File: src/rtl/order_tx_if.sv
// Order-in / Avalon-ST-out bundle for order_tx; master is the transmitter side.
interface order_tx_if #(
    parameter int ORDER_WIDTH = 128,
    parameter int TX_WIDTH    = 32,
    parameter int FIFO_DEPTH  = 4
);
    localparam int LW = $clog2(FIFO_DEPTH) + 1;

    logic                   ord_valid;
    logic [ORDER_WIDTH-1:0] ord_data;
    logic                   tx_enable;
    logic                   tx_valid;
    logic                   tx_ready;
    logic [TX_WIDTH-1:0]    tx_data;
    logic                   tx_sop;
    logic                   tx_eop;
    logic [LW-1:0]          fifo_level;
    logic                   drop_pulse;
    logic [15:0]            drop_count;

    modport master (
        input  ord_valid, ord_data, tx_enable, tx_ready,
        output tx_valid, tx_data, tx_sop, tx_eop, fifo_level, drop_pulse, drop_count
    );

    modport slave (
        output ord_valid, ord_data, tx_enable, tx_ready,
        input  tx_valid, tx_data, tx_sop, tx_eop, fifo_level, drop_pulse, drop_count
    );
endinterface

File: src/rtl/order_tx.sv
// Order FIFO plus serialiser onto an Avalon-ST source, MS word first, with gap after eop.
//   state  | meaning
//   S_IDLE | no packet in flight; start one when FIFO non-empty and tx_enable
//   S_SEND | tx_valid high, r_beat selects the word of the head order
//   S_GAP  | tx_valid low for IPG_CYCLES cycles after an eop beat
module order_tx #(
    parameter int ORDER_WIDTH = 128,
    parameter int TX_WIDTH    = 32,
    parameter int FIFO_DEPTH  = 4,
    parameter int IPG_CYCLES  = 1
) (
    input  logic       clk,
    input  logic       reset_n,
    order_tx_if.master bus
);
    localparam int NB = ORDER_WIDTH / TX_WIDTH;
    localparam int BW = (NB > 1) ? $clog2(NB) : 1;
    localparam int AW = $clog2(FIFO_DEPTH);
    localparam int LW = AW + 1;
    localparam int GW = (IPG_CYCLES > 1) ? $clog2(IPG_CYCLES) : 1;
    localparam logic [BW-1:0] LAST_BEAT = BW'(NB - 1);
    localparam logic [LW-1:0] DEPTH_L   = LW'(FIFO_DEPTH);

    typedef enum logic [1:0] {S_IDLE, S_SEND, S_GAP} state_t;

    state_t                 r_state, w_state_nxt;
    logic [BW-1:0]          r_beat, w_beat_nxt;
    logic [GW-1:0]          r_gap_cnt, w_gap_nxt;
    logic [ORDER_WIDTH-1:0] r_mem [FIFO_DEPTH];
    logic [AW-1:0]          r_wr_ptr, r_rd_ptr;
    logic [LW-1:0]          r_level, w_level_nxt;
    logic                   r_drop_pulse;
    logic [15:0]            r_drop_count;
    logic                   w_send, w_last, w_full, w_pop, w_push, w_drop;
    logic [ORDER_WIDTH-1:0] w_head;
    logic [TX_WIDTH-1:0]    w_tx_data;

    assign w_send      = (r_state == S_SEND);
    assign w_last      = (r_beat == LAST_BEAT);
    assign w_full      = (r_level == DEPTH_L);
    assign w_pop       = w_send & bus.tx_ready & w_last;
    // A pop on the same edge frees the slot, so a push into a full FIFO is still taken.
    assign w_push      = bus.ord_valid & (~w_full | w_pop);
    assign w_drop      = bus.ord_valid & w_full & ~w_pop;
    assign w_level_nxt = r_level + LW'(w_push) - LW'(w_pop);
    assign w_head      = r_mem[r_rd_ptr];

    always_ff @(posedge clk) begin
        if (w_push) begin
            r_mem[r_wr_ptr] <= bus.ord_data;
        end
    end

    always_ff @(posedge clk or negedge reset_n) begin
        if (!reset_n) begin
            r_wr_ptr     <= '0;
            r_rd_ptr     <= '0;
            r_level      <= '0;
            r_drop_pulse <= 1'b0;
            r_drop_count <= '0;
        end else begin
            if (w_push) r_wr_ptr <= r_wr_ptr + 1'b1;
            if (w_pop)  r_rd_ptr <= r_rd_ptr + 1'b1;
            r_level      <= w_level_nxt;
            r_drop_pulse <= w_drop;
            if (w_drop && r_drop_count != 16'hFFFF) begin
                r_drop_count <= r_drop_count + 16'd1;
            end
        end
    end

    always_ff @(posedge clk or negedge reset_n) begin
        if (!reset_n) begin
            r_state   <= S_IDLE;
            r_beat    <= '0;
            r_gap_cnt <= '0;
        end else begin
            r_state   <= w_state_nxt;
            r_beat    <= w_beat_nxt;
            r_gap_cnt <= w_gap_nxt;
        end
    end

    always_comb begin
        w_state_nxt = r_state;
        w_beat_nxt  = r_beat;
        w_gap_nxt   = r_gap_cnt;
        case (r_state)
            S_IDLE: begin
                if (r_level != '0 && bus.tx_enable) begin
                    w_state_nxt = S_SEND;
                    w_beat_nxt  = '0;
                end
            end
            S_SEND: begin
                if (bus.tx_ready) begin
                    if (w_last) begin
                        w_beat_nxt = '0;
                        if (IPG_CYCLES > 0) begin
                            w_state_nxt = S_GAP;
                            w_gap_nxt   = GW'(IPG_CYCLES - 1);
                        end else if (!(w_level_nxt != '0 && bus.tx_enable)) begin
                            w_state_nxt = S_IDLE;
                        end
                    end else begin
                        w_beat_nxt = r_beat + 1'b1;
                    end
                end
            end
            S_GAP: begin
                if (r_gap_cnt == '0) begin
                    w_state_nxt = S_IDLE;
                end else begin
                    w_gap_nxt = r_gap_cnt - 1'b1;
                end
            end
            default: w_state_nxt = S_IDLE;
        endcase
    end

    always_comb begin
        w_tx_data = '0;
        if (w_send) begin
            for (int i = 0; i < NB; i++) begin
                if (r_beat == BW'(i)) begin
                    w_tx_data = w_head[ORDER_WIDTH-1-i*TX_WIDTH -: TX_WIDTH];
                end
            end
        end
    end

    assign bus.tx_valid   = w_send;
    assign bus.tx_data    = w_tx_data;
    assign bus.tx_sop     = w_send & (r_beat == '0);
    assign bus.tx_eop     = w_send & w_last;
    assign bus.fifo_level = r_level;
    assign bus.drop_pulse = r_drop_pulse;
    assign bus.drop_count = r_drop_count;
endmodule

File: src/flat_wrapper.sv
// flat-port wrapper written by rule: the top's interface ports become plain ports
module order_tx_flat 
#(
    parameter int ORDER_WIDTH = 128,
    parameter int TX_WIDTH    = 32,
    parameter int FIFO_DEPTH  = 4,
    parameter int IPG_CYCLES  = 1
)
  (clk, reset_n, bus_ord_valid, bus_ord_data, bus_tx_enable, bus_tx_ready, bus_tx_valid, bus_tx_data, bus_tx_sop, bus_tx_eop, bus_fifo_level, bus_drop_pulse, bus_drop_count);
  order_tx_if #(.ORDER_WIDTH(ORDER_WIDTH), .TX_WIDTH(TX_WIDTH), .FIFO_DEPTH(FIFO_DEPTH)) bus_i ();
  input  logic clk;
  input  logic reset_n;
  input wire logic [$bits(bus_i.ord_valid)-1:0] bus_ord_valid;
  input wire logic [$bits(bus_i.ord_data)-1:0] bus_ord_data;
  input wire logic [$bits(bus_i.tx_enable)-1:0] bus_tx_enable;
  input wire logic [$bits(bus_i.tx_ready)-1:0] bus_tx_ready;
  output wire logic [$bits(bus_i.tx_valid)-1:0] bus_tx_valid;
  output wire logic [$bits(bus_i.tx_data)-1:0] bus_tx_data;
  output wire logic [$bits(bus_i.tx_sop)-1:0] bus_tx_sop;
  output wire logic [$bits(bus_i.tx_eop)-1:0] bus_tx_eop;
  output wire logic [$bits(bus_i.fifo_level)-1:0] bus_fifo_level;
  output wire logic [$bits(bus_i.drop_pulse)-1:0] bus_drop_pulse;
  output wire logic [$bits(bus_i.drop_count)-1:0] bus_drop_count;
  assign bus_i.ord_valid = bus_ord_valid;
  assign bus_i.ord_data = bus_ord_data;
  assign bus_i.tx_enable = bus_tx_enable;
  assign bus_i.tx_ready = bus_tx_ready;
  assign bus_tx_valid = bus_i.tx_valid;
  assign bus_tx_data = bus_i.tx_data;
  assign bus_tx_sop = bus_i.tx_sop;
  assign bus_tx_eop = bus_i.tx_eop;
  assign bus_fifo_level = bus_i.fifo_level;
  assign bus_drop_pulse = bus_i.drop_pulse;
  assign bus_drop_count = bus_i.drop_count;
  order_tx #(.ORDER_WIDTH(ORDER_WIDTH), .TX_WIDTH(TX_WIDTH), .FIFO_DEPTH(FIFO_DEPTH), .IPG_CYCLES(IPG_CYCLES)) u_core (.clk(clk), .reset_n(reset_n), .bus(bus_i));
endmodule
File: config.mk
export PLATFORM = sky130hd
export DESIGN_NAME = order_tx_flat
export DESIGN_NICKNAME = d
export VERILOG_FILES = /design/src/rtl/order_tx_if.sv /design/src/rtl/order_tx.sv /design/src/flat_wrapper.sv
export SDC_FILE = /design/constraint.sdc
export NUM_CORES = 1
export LEC_CHECK = 0
export BUFFER_PORTS_ARGS = -buffer_cell sky130_fd_sc_hd__buf_2
export CAP_MARGIN = 5
export CORE_ASPECT_RATIO = 0.7
export CORE_UTILIZATION = 59
export CTS_CLUSTER_DIAMETER = 150
export DETAILED_ROUTE_END_ITERATION = 8
export HOLD_SLACK_MARGIN = 0.12
export PLACE_DENSITY = 0.86
export SETUP_SLACK_MARGIN = 0.15
export SLEW_MARGIN = 10
export SYNTH_ARGS = -nofsm -noshare
export SYNTH_HDL_FRONTEND = slang
export SYNTH_SLANG_ARGS = --single-unit
File: constraint.sdc
create_clock -name clk -period 5.2 [get_ports clk]
set_input_delay 1.04 -clock clk [delete_from_list [all_inputs] [get_ports clk]]
set_output_delay 1.04 -clock clk [all_outputs]
set_load 0.01 [all_outputs]
# Yosys cells after proc, flatten, opt, wreduce, memory -nomap -nowiden
# Memories as Yosys holds them, arrays and structs flattened.
# Cells that the tools add are included.
[classes]
eq_ne = 11
addsub = 7
mux = 20
n_bitwise = 10
n_reduce_logical = 10
[op_table]
columns = ["cell", "n"]
rows = [
  ["$mux 32", 5],
  ["$add 16x1->16 const B", 1],
  ["$ne 16x16->1 const B", 1],
  ["$mux 2", 7],
  ["$and 1x1->1", 7],
  ["$add 2x1->2 const B", 3],
  ["$eq 2x2->1 const B", 3],
  ["$ne 2x2->1 const B", 3],
  ["$pmux 2 s3", 1],
  ["$reduce_and 3->1", 2],
  ["$mux 1", 5],
  ["$eq 2x1->1 const B", 2],
  ["$logic_not 2->1", 2],
  ["$pmux 2 s2", 1],
  ["$reduce_and 4->1", 1],
  ["$reduce_bool 2->1", 2],
  ["$add 3x1->3", 1],
  ["$eq 3x3->1 const B", 1],
  ["$reduce_bool 3->1", 1],
  ["$sub 3x1->3", 1],
  ["$logic_and 1x1->1", 2],
  ["$ne 2x1->1 const B", 1],
  ["$not 1->1", 2],
  ["$pmux 1 s2", 1],
  ["other kinds (2)", 2],
]
[totals]
reg_bits = 29
word_cells = 67
mem_count = 1
ramBits = 512
in_bits = 133
[memory_table]
columns = ["memory", "words", "width", "rd", "rd_ports_with_merged_regs", "wr", "line_no", "source"]
rows = [
  ["u_core.r_mem", 4, 128, 1, 0, 1, "order_tx.sv:29", "logic [ORDER_WIDTH-1:0] r_mem [FIFO_DEPTH];"],
]

# Depth between registers and ports, before layout
# Gate-level depths: netlist of run 1.
[depth]
ltp_word = 7
mapped_depth = 8
mapped_depth_nobuf = 7

# Worst setup path before layout of run 1
# OpenSTA, ideal clock, no wires.
[synth_path]
path_kind = "input-to-reg"
start = "in bus_tx_ready"
end = "mem u_core.r_mem[2][0], enable pin"
t_arrival_ns = 4.677
stages = 3
required_ns = 4.698
slack_ns = 0.021
setup_time_ns = 0.502
path_cell_list = "nand4b_1 > a31oi_2 > and2_1"
[synth_between]
elab_chain_cells = 6
[synth_rtl]
columns = ["item", "line_no", "source"]
rows = [
  ["start, declared", "flat_wrapper.sv:16", "input wire logic [$bits(bus_i.tx_ready)-1:0] bus_tx_ready;"],
  ["$and 1x1->1 (2 in a row)", "order_tx.sv:41", "assign w_pop = w_send & bus.tx_ready & w_last;"],
  ["$or 1x1->1", "order_tx.sv:43", "assign w_push = bus.ord_valid & (~w_full | w_pop);"],
  ["$and 1x1->1", "order_tx.sv:43", ""],
  ["named net u_core.w_push", "order_tx.sv:34", "logic w_send, w_last, w_full, w_pop, w_push, w_drop;"],
  ["$mux 1", "order_tx.sv:49", "if (w_push) begin"],
  ["$mux 1 (implied by the code)", "order_tx.sv:50", "r_mem[r_wr_ptr] <= bus.ord_data;"],
  ["end, declared", "order_tx.sv:29", ""],
]
# The timed path passes the listed nets, and every way through them passes these cells.

# Worst setup path after layout of run 1
[layout_path]
start = "reg u_core.r_rd_ptr[0]"
end = "out bus_tx_data[26]"
[layout_between]
elab_chain_cells = 6
[layout_rtl]
columns = ["item", "line_no", "source"]
rows = [
  ["start, declared", "order_tx.sv:30", "logic [AW-1:0] r_wr_ptr, r_rd_ptr;"],
  ["start signal, assigned", "order_tx.sv:63", "if (w_pop) r_rd_ptr <= r_rd_ptr + 1'b1;"],
  ["$mem_v2 4x128 *", "-", ""],
  ["$mux 32 (3 in a row)", "order_tx.sv:125", "if (r_beat == BW'(i)) begin"],
  ["$mux 32 *", "order_tx.sv:125", ""],
  ["$mux 32 *", "order_tx.sv:123", "if (w_send) begin"],
  ["end, declared", "flat_wrapper.sv:18", "output wire logic [$bits(bus_i.tx_data)-1:0] bus_tx_data;"],
]
# Every way passes the cells marked *; elsewhere a longest branch is shown, timed or not.

==> flow_summary.json, run 1 <==
{
  "cts.clk_slew.worst_paths_ns": 0.07,
  "first_iter_violations": 883,
  "via_count": 10080,
  "grt_max_degree": 129,
  "place_area_um2": 22360,
  "cts_tree": "done",
  "whs_ns": 0.4936,
  "setup.reg_to_reg.worst_slack_ns": 1.99,
  "cp-endpoint": "bus_tx_data[26]",
  "min_path_type": "input port to asynchronous set/reset pin",
  "start_util": 0.6016,
  "wl_met1_mm": 17.13,
  "hpwl_mm": 22.88,
  "ys_seq_area_frac": 0.7662,
  "synth-edff-count": 512,
  "async_flop_share": 0.05185,
  "finalSetupViolCount": 0,
  "finalCriticalPeriod_ns": 3.991,
  "synthCells": 922,
  "leakagePower_nw": 8.297,
  "drv_slew": 0,
  "htreeDepth": 2,
  "reg2reg_to": "u_core.r_mem[0][19]",
  "synthDominantCellAreaShare": 0.7328,
  "antenna_found_initial": 17,
  "rows": 57,
  "cp.required_ns": 4.16,
  "drcViolationCount": 0,
  "arrival_ns": 2.95,
  "ir_drop_mv": 0.3582,
  "numPortBuffers": 187,
  "worstMarginPinSlew_ns": 1.021,
  "synth-seq-cells": 540,
  "firstDrtPassIters": 5,
  "synth_warnings": 0,
  "cts_setup_buffers": 0,
  "antenna_left": 0,
  "end_kind": "primary output",
  "post_drt_wl_per_cell_um": 24.79,
  "yosysUniqueCellTypes": 43,
  "area_growth_pct": 14.66,
  "cts_buffer_depth": 3,
  "fin_nets": 1268,
  "grt.overflow.total": 0,
  "outcome": "complete, no violations",
  "wl_met2_mm": 19.59,
  "max_clock_freq_ghz": 0.2505,
  "finClkSkew_ns": 0.01392,
  "cp-start-kind": "flop",
  "core_area_um2": 34870,
  "instances_no_fill": 1647,
  "ys_top_cells_by_area": "edfxtp_1, mux4_2, mux4_1, dfrtp_1, a22oi_1",
  "cts_sinks": 540,
  "setup_tns_ns": 0,
  "clkLatencyLatePin_ns": 0.57,
  "drt_wl_total_mm": 40.84,
  "via_per_inst": 6.121,
  "setup.worst_path.class": "flop to primary output",
  "place_congestion": 0.7608,
  "dp.cells": 1546,
  "regToRegStartpoint": "u_core.r_beat[0]",
  "track_usage": 0.2294,
  "syn_area_um2": 20980,
  "reg2reg_depth": 5,
  "cts_resized": 0,
  "dr_wl_met3_mm": 3.357,
  "rsz0062_at_grt": "false",
  "ios": 188,
  "cap_violations": 0,
  "finalPower_w": 0.01337,
  "yosysTopAreaCell": "edfxtp_1",
  "die-area_um2": 36330,
  "worst-path-max-fanout": 51,
  "finalCritPeriodShare": 0.7676,
  "syn-num-nets": 1066,
  "crit_start": "u_core.r_rd_ptr[0]",
  "hold_viol": 0,
  "grt_pass1_vias": 10310,
  "cts_made_buffers": 48,
  "drive_gt1_frac": 0.3230,
  "synth_ff_type": "edfxtp_1",
  "power_density_nw_per_um2": 555.9,
  "die_width_um": 227.4,
  "maxUsedRoutingLayer": "met5",
  "relSlewSlack": 0.3191,
  "cts-root-buf": "clkbuf_16",
  "fin_area_um2": 24060,
  "avgSynthCellArea_um2": 22.76,
  "chipHeight_um": 159.8,
  "hold_buffers": 0,
  "fillers": 2155,
  "grt_pass1_wl_mm": 61.08
}
[metrics by stage]
step	setup slack (ns)	utilization
6_report	1.209	0.6898
5_1_grt	0.9862	0.6892
4_1_cts	1.120	0.6890
3_5_place_dp	1.564	0.6411
3_3_place_gp	1.707	0.6411
2_1_floorplan	1.432	-
[cell type report]
class / count / area [um^2] / area share
sequential: 540 / 16080 / 0.6686
multi-input combinational: 323 / 4502 / 0.1871
clock buffer: 56 / 1252 / 0.05206
timing repair buffer: 202 / 1149 / 0.04775
tap: 472 / 590.6 / 0.02455
clock inverter: 34 / 417.9 / 0.01737
inverter: 9 / 33.78 / 0.001404
antenna: 11 / 27.53 / 0.001144
[logic make-up after synthesis]
| kind of cell | share of synthesized area |
|---|---|
| flops | 0.7662 |
| mux | 0.1463 |
| compound gates | 0.03214 |
| simple gates | 0.01950 |
| buf+inv | 0.02052 |
| xor+xnor | 0.008349 |
| fa+ha+maj | 0.006918 |
[power breakdown]
part	switching, W	internal, W
clock	0.00152	0.00222
combinational	0.00203	0.00157
sequential	0.000324	0.00571
total	0.00387	0.00950
[critical path, cell delays in order (launching register included)]
cell and delay, ns:
dfrtp_4 0.71, buf_12 0.42, mux4_1 0.63, a22oi_1 0.32, o21ai_1 0.09, buf_2 0.17
[routing by layer]
layer  track usage  vias up
met5             0        -
met4       0.06162       12
met3       0.06201       65
met2        0.3530      393
met1        0.3300     5234
li1              -     4378
[how the worst min path moves through the flow]
stage / slack, ns / from / to / cells after the start
6_report: 0.49 / reset_n / u_core.r_state[0] / 1
4_1_cts: 0.48 / reset_n / u_core.r_beat[1] / 1
5_1_grt: 0.53 / reset_n / u_core.bus.drop_count[3] / 1
3_5_place_dp: 0.51 / u_core.bus.drop_count[13] / u_core.bus.drop_count[13] / 1
3_3_place_gp: 0.49 / u_core.bus.drop_count[15] / u_core.bus.drop_count[15] / 1
2_1_floorplan: 0.50 / u_core.r_beat[0] / u_core.r_beat[0] / 1
[synthesized netlist by cell type (2+ instances only)]
cell	count
mux4_2	81
buf_2	9
ha_1	10
xor2_1	16
edfxtp_1	512
nor3_1	4
nor3b_1	2
xnor2_1	4
buf_12	11
nor2_1	4
a22oi_1	64
and2_1	7
nor4_2	5
inv_1	8
clkbuf_1	22
o21ai_1	32
nand4_1	7
buf_6	2
buf_1	5
nand2_1	13
dfrtp_1	28
nor4_1	2
nand3_1	7
mux4_1	47
and4_1	2
[layout by cell type (no fill, tap or decap), types with 2 or more instances in the layout]
cell,n
mux4_1,47
buf_12,8
and2_1,2
dfrtp_1,26
clkinv_2,8
clkbuf_1,7
clkinvlp_4,2
clkinv_1,12
nand2_1,13
a22oi_1,64
xnor2_1,4
buf_4,7
nand4_1,7
nor4_1,2
edfxtp_1,512
mux4_2,81
inv_6,2
buf_2,187
clkbuf_16,49
and2_4,4
ha_1,9
nor2_1,4
bufinv_16,10
dfrtp_4,2
o21ai_1,32
xor2_1,16
and4_1,2
nand3_1,7
nor4_2,5
nor3_1,4
diode_2,11
inv_1,8
[state kept, by name, indices dropped and copies added, names as in the netlist]
name,flops
u_core.bus.drop_count,16
u_core.bus.drop_pulse,1
u_core.bus.fifo_level,3
u_core.r_beat,2
u_core.r_mem,512
u_core.r_rd_ptr,2
u_core.r_state,2
u_core.r_wr_ptr,2
Power figures use the tool's default switching activity.
==> inputs of run 2 (changes only) <==
--- a/config.mk
+++ b/config.mk
@@ -8,11 +8,11 @@
 export BUFFER_PORTS_ARGS = -buffer_cell sky130_fd_sc_hd__buf_2
 export CAP_MARGIN = 5
 export CORE_ASPECT_RATIO = 0.7
-export CORE_UTILIZATION = 59
+export CORE_UTILIZATION = 53
 export CTS_CLUSTER_DIAMETER = 150
 export DETAILED_ROUTE_END_ITERATION = 8
 export HOLD_SLACK_MARGIN = 0.12
-export PLACE_DENSITY = 0.86
+export PLACE_DENSITY = 0.82
 export SETUP_SLACK_MARGIN = 0.15
 export SLEW_MARGIN = 10
 export SYNTH_ARGS = -nofsm -noshare
==> constraint.sdc (replaced) <==
create_clock -name clk -period 3.4 [get_ports clk]
set_input_delay 0.68 -clock clk [delete_from_list [all_inputs] [get_ports clk]]
set_output_delay 0.68 -clock clk [all_outputs]
set_load 0.01 [all_outputs]
==> flow_summary.json, run 2 (synthesized netlist as in run 1, its figures left out) <==
{
  "regMostFlops": "u_core.r_mem",
  "pwr-share-seq": 0.438,
  "min_path_type": "input port to asynchronous set/reset pin",
  "arrival_ns": 2.50,
  "finalSetupViolCount": 0,
  "drv_slew": 0,
  "drive_gt1_frac": 0.3513,
  "internal_power_w": 0.01466,
  "chipHeight_um": 168.5,
  "fin_nets": 1308,
  "finClkSkew_ns": 0.01910,
  "grt_pass1_wl_mm": 62.42,
  "cts_buffer_depth": 3,
  "max_clock_freq_ghz": 0.3148,
  "hpwl_mm": 24.89,
  "grt_pass1_vias": 10390,
  "place_congestion": 0.7679,
  "cts.clk_slew.worst_paths_ns": 0.06,
  "ios": 188,
  "core_area_um2": 38740,
  "finalPower_w": 0.02081,
  "rsz0062_at_grt": "true",
  "setup_slack_ns": 0.2236,
  "combPwrFrac": 0.304,
  "finalCriticalPeriod_ns": 3.176,
  "numPortBuffers": 187,
  "cts_sinks": 540,
  "start_util": 0.5416,
  "clkLatencyLatePin_ns": 0.56,
  "final_cell_mix": "edfxtp_1, buf_2, mux4_2",
  "setup_tns_ns": 0,
  "grt_max_degree": 53,
  "leakagePower_nw": 8.534,
  "setup.worst_path.class": "flop to primary output",
  "path_cells": "buf_12 > buf_4 > mux4_2 > a22oi_1 > o21ai_1 > buf_2",
  "first_iter_violations": 800,
  "finalCritPeriodShare": 0.9342,
  "rows": 60,
  "largest_reg_flops": 512,
  "cts-root-buf": "clkbuf_16",
  "place_ws_ns": 0.5344,
  "cts_tree": "done",
  "final_common_cell": "edfxtp_1",
  "post_drt_wl_per_cell_um": 24.17,
  "cp-start-kind": "flop",
  "drt_wl_total_mm": 42.08,
  "critical_path.slowest_cell": "mux4_2",
  "critPathMaxStageDelay_ns": 0.54,
  "crit_start": "u_core.r_rd_ptr[0]",
  "relSlewSlack": 0.5372,
  "swShare": 0.2953,
  "cts_made_buffers": 48,
  "drcViolationCount": 0,
  "p_sw_w": 0.006146,
  "antenna_left": 0,
  "antenna_found_initial": 15,
  "regToRegStartpoint": "u_core.r_beat[1]",
  "htreeDepth": 2,
  "cp.required_ns": 2.72,
  "hold_viol": 0,
  "die_width_um": 239.8,
  "die-area_um2": 40400,
  "via_count": 10250,
  "cap_violations": 0,
  "ir_drop_mv": 0.4534,
  "worst-path-max-fanout": 11,
  "end_kind": "primary output",
  "grt.overflow.total": 0,
  "hold_buffers": 0,
  "clockPowerShare": 0.259,
  "power_density_nw_per_um2": 846.2,
  "worstMarginPinSlew_ns": 0.6942,
  "area_growth_pct": 17.21,
  "reg2reg_depth": 7,
  "firstDrtPassIters": 5,
  "via_per_inst": 5.885,
  "track_usage": 0.2095,
  "outcome": "complete, no violations"
}
## run 2: metal layers
metal / vias to the layer above / wire length [um] / GRT usage
met4: 8 / 729 / 0.05769
met2: 337 / 20040 / 0.3284
li1: 4454 / - / -
met5: - / 56 / 0
met1: 5384 / 18580 / 0.3032
met3: 63 / 2675 / 0.04322
## run 2: cell type report
type | count | area (um^2)
Tap cell | 527 | 659.4
Inverter | 9 | 33.78
Clock inverter | 35 | 309.0
Antenna cell | 10 | 25.02
Clock buffer | 55 | 1249
Sequential cell | 540 | 16080
Fill cell | 2613 | 14150
Multi-Input combinational cell | 323 | 4536
Timing Repair Buffer | 242 | 1697
## run 2: worst paths after layout
| path | end | slack (ns) |
|---|---|---|
| min in group clk | u_core.r_mem[2][116] | 0.32 |
| worst max register to register | u_core.r_mem[0][116] | 0.89 |
| worst min-delay path | u_core.r_state[0] | 0.15 |
| worst min register to register | u_core.bus.drop_count[15] | 0.50 |
| worst max-delay path | bus_tx_data[29] | 0.22 |
| max in group asynchronous | u_core.r_rd_ptr[0] | 2.73 |
## run 2: worst max-delay path, delay by kind of cell, from the launching register on
family | cells | cell delay, ns
buffers and inverters | 3 | 0.54
multiplexers | 1 | 0.54
flip-flops | 1 | 0.53
AO/OA/AOI/OAI | 2 | 0.32
## run 2: stage by stage
| step | hold WS [ns] | cells | area (um^2) | util |
|---|---|---|---|---|
| after floorplan | 0.3844 | 922 | 20990 | - |
| after global placement | 0.4853 | 1630 | 22780 | 0.5881 |
| final | 0.1546 | 1741 | 24590 | 0.6348 |
| after global routing | 0.1913 | 1735 | 24580 | 0.6344 |
| after detailed placement | 0.4894 | 1630 | 22780 | 0.5881 |
| after CTS | 0.1482 | 1723 | 24370 | 0.6292 |
## run 2: timing repair
action / in CTS / in global routing
buffers inserted: 3 / 5
resized for setup: 3 / 12
pin swaps: 0 / 1
endpoints found under the setup margin: 31 / 21
cloned: 0 / 3
## run 2: power groups by stage
stage / clock (W) / combinational [W] / sequential [W]
4_1_cts: 0.00547 / 0.00613 / 0.00911
2_1_floorplan: 0 / 0.00410 / 0.00914
3_5_place_dp: 0 / 0.00603 / 0.00928
6_report: 0.00538 / 0.00632 / 0.00910
3_3_place_gp: 0 / 0.00594 / 0.00919
5_1_grt: 0.00573 / 0.00678 / 0.00919
==> inputs of run 3 (changes only) <==
--- a/config.mk
+++ b/config.mk
@@ -13,6 +13,7 @@
 export DETAILED_ROUTE_END_ITERATION = 8
 export HOLD_SLACK_MARGIN = 0.12
 export PLACE_DENSITY = 0.82
+export REMOVE_ABC_BUFFERS = 1
 export SETUP_SLACK_MARGIN = 0.15
 export SLEW_MARGIN = 10
 export SYNTH_ARGS = -nofsm -noshare
==> flow_summary.json, run 3 (synthesized netlist as in run 1, its figures left out) <==
{
  "post_drt_wl_per_cell_um": 24.61,
  "grt_pass1_vias": 10550,
  "finClkSkew_ns": 0.01848,
  "fin_area_um2": 24400,
  "cts_tree": "done",
  "power_density_nw_per_um2": 849.0,
  "area_growth_pct": 16.32,
  "die_width_um": 239.8,
  "hpwl_mm": 25.63,
  "finalCriticalPeriod_ns": 3.195,
  "chipHeight_um": 168.5,
  "setup_slack_ns": 0.2050,
  "relSlewSlack": 0.5651,
  "antenna_left": 0,
  "firstDrtPassIters": 5,
  "setup_tns_ns": 0,
  "cp-start-kind": "flop",
  "reg2reg_depth": 5,
  "via_per_inst": 5.913,
  "ios": 188,
  "grt.overflow.total": 0,
  "regMostFlops": "u_core.r_mem",
  "whs_ns": 0.1543,
  "end_kind": "primary output",
  "min_path_type": "input port to asynchronous set/reset pin",
  "cap_violations": 0,
  "antenna_found_initial": 17,
  "worstMarginPinSlew_ns": 0.6524,
  "fin_nets": 1287,
  "reg2reg_to": "u_core.r_mem[3][70]",
  "core_area_um2": 38740,
  "cts.clk_slew.worst_paths_ns": 0.06,
  "finalCritPeriodShare": 0.9397,
  "track_usage": 0.2109,
  "cts_made_buffers": 49,
  "largest_reg_flops": 512,
  "first_iter_violations": 876,
  "cts_sinks": 540,
  "ir_drop_mv": 0.4999,
  "htreeDepth": 2,
  "place_congestion": 0.7657,
  "setup.worst_path.class": "flop to primary output",
  "hold_viol": 0,
  "cts_buffer_depth": 3,
  "worst-path-max-fanout": 31,
  "arrival_ns": 2.51,
  "via_count": 10150,
  "max_clock_freq_ghz": 0.3130,
  "drt_wl_total_mm": 42.23,
  "drive_gt1_frac": 0.3316,
  "outcome": "complete, no violations",
  "clkLatencyLatePin_ns": 0.56,
  "finalSetupViolCount": 0,
  "grt_max_degree": 48,
  "final_cell_mix": "edfxtp_1, buf_2, mux4_2",
  "rsz0062_at_grt": "true",
  "drv_slew": 0,
  "final_core_util": 0.6300,
  "setup.reg_to_reg.worst_slack_ns": 0.80,
  "grt_pass1_wl_mm": 63.00,
  "rows": 60,
  "final_common_cell": "edfxtp_1",
  "place_area_um2": 22680,
  "regToRegStartpoint": "u_core.r_beat[0]",
  "cp.required_ns": 2.72,
  "leakagePower_nw": 8.425,
  "die-area_um2": 40400,
  "cts-root-buf": "clkbuf_16",
  "start_util": 0.5416,
  "drcViolationCount": 0,
  "numPortBuffers": 187,
  "place_ws_ns": 0.5578
}
## run 3: changes by cell type in the layout (fill, tap and decap cells not counted), sizes merged, moves of 2 or more
cell    previous run  this run
buf              240       219
clkbuf            57        60
clkinv            23        20
diode             10         7
inv               13        10
bufinv             5         7
## run 3: per-stage QoR
stage / total power, W / cells
after global routing: 0.02159 / 1712
final: 0.02072 / 1716
after CTS: 0.02090 / 1708
after detailed placement: 0.01524 / 1617
after global placement: 0.01505 / 1617
after floorplan: 0.01304 / 872
## run 3: critical path, stage by stage, from the launching register on
cell and delay (ns):
dfrtp_4 0.50, bufbuf_16 0.42, mux4_1 0.61, a22oi_1 0.17, o21ai_1 0.09, buf_2 0.16
## run 3: layout make-up
class / instances / area [um^2]
inverters: 9 / 33.78
clock inverters: 30 / 322.8
repair buffers: 220 / 1465
flip-flops and latches: 540 / 16080
diodes: 7 / 17.52
multi-input cells: 323 / 4512
well taps: 527 / 659.4
clock buffers: 60 / 1310
fillers: 2599 / 14330
## run 3: timing repair
item | CTS | global route
resized for setup | 3 | 2
hold buffers | 0 | 0
gates cloned | 1 | 0
pin swaps | 0 | 2
endpoints found under the setup margin | 27 | 20
setup buffers | 0 | 1
## run 3: worst max-delay path by stage
stage                       start               to  slack [ns]  cells after the start
6_report       u_core.r_rd_ptr[0]  bus_tx_data[18]        0.21                      5
5_1_grt        u_core.r_rd_ptr[0]   bus_tx_data[9]        0.07                      5
4_1_cts        u_core.r_rd_ptr[1]  bus_tx_data[11]        0.08                      5
3_5_place_dp     u_core.r_beat[0]  bus_tx_data[11]        0.56                      5
3_3_place_gp     u_core.r_beat[0]  bus_tx_data[16]        0.60                      5
2_1_floorplan  u_core.r_rd_ptr[0]  bus_tx_data[10]       -2.89                      3
## run 3: where the power goes
part / switching, W / internal (W)
Sequential: 0.000393 / 0.00871
Clock: 0.00229 / 0.00327
Combinational: 0.00336 / 0.00270
Total: 0.00604 / 0.0147
## run 3: layer usage
| layer | wire length, um | vias up | GRT usage |
|---|---|---|---|
| met1 | 17610 | 5284 | 0.2829 |
| met5 | 119 | - | 0 |
| met4 | 827 | 18 | 0.05881 |
| met3 | 2977 | 71 | 0.05447 |
| li1 | - | 4419 | - |
| met2 | 20690 | 355 | 0.3451 |
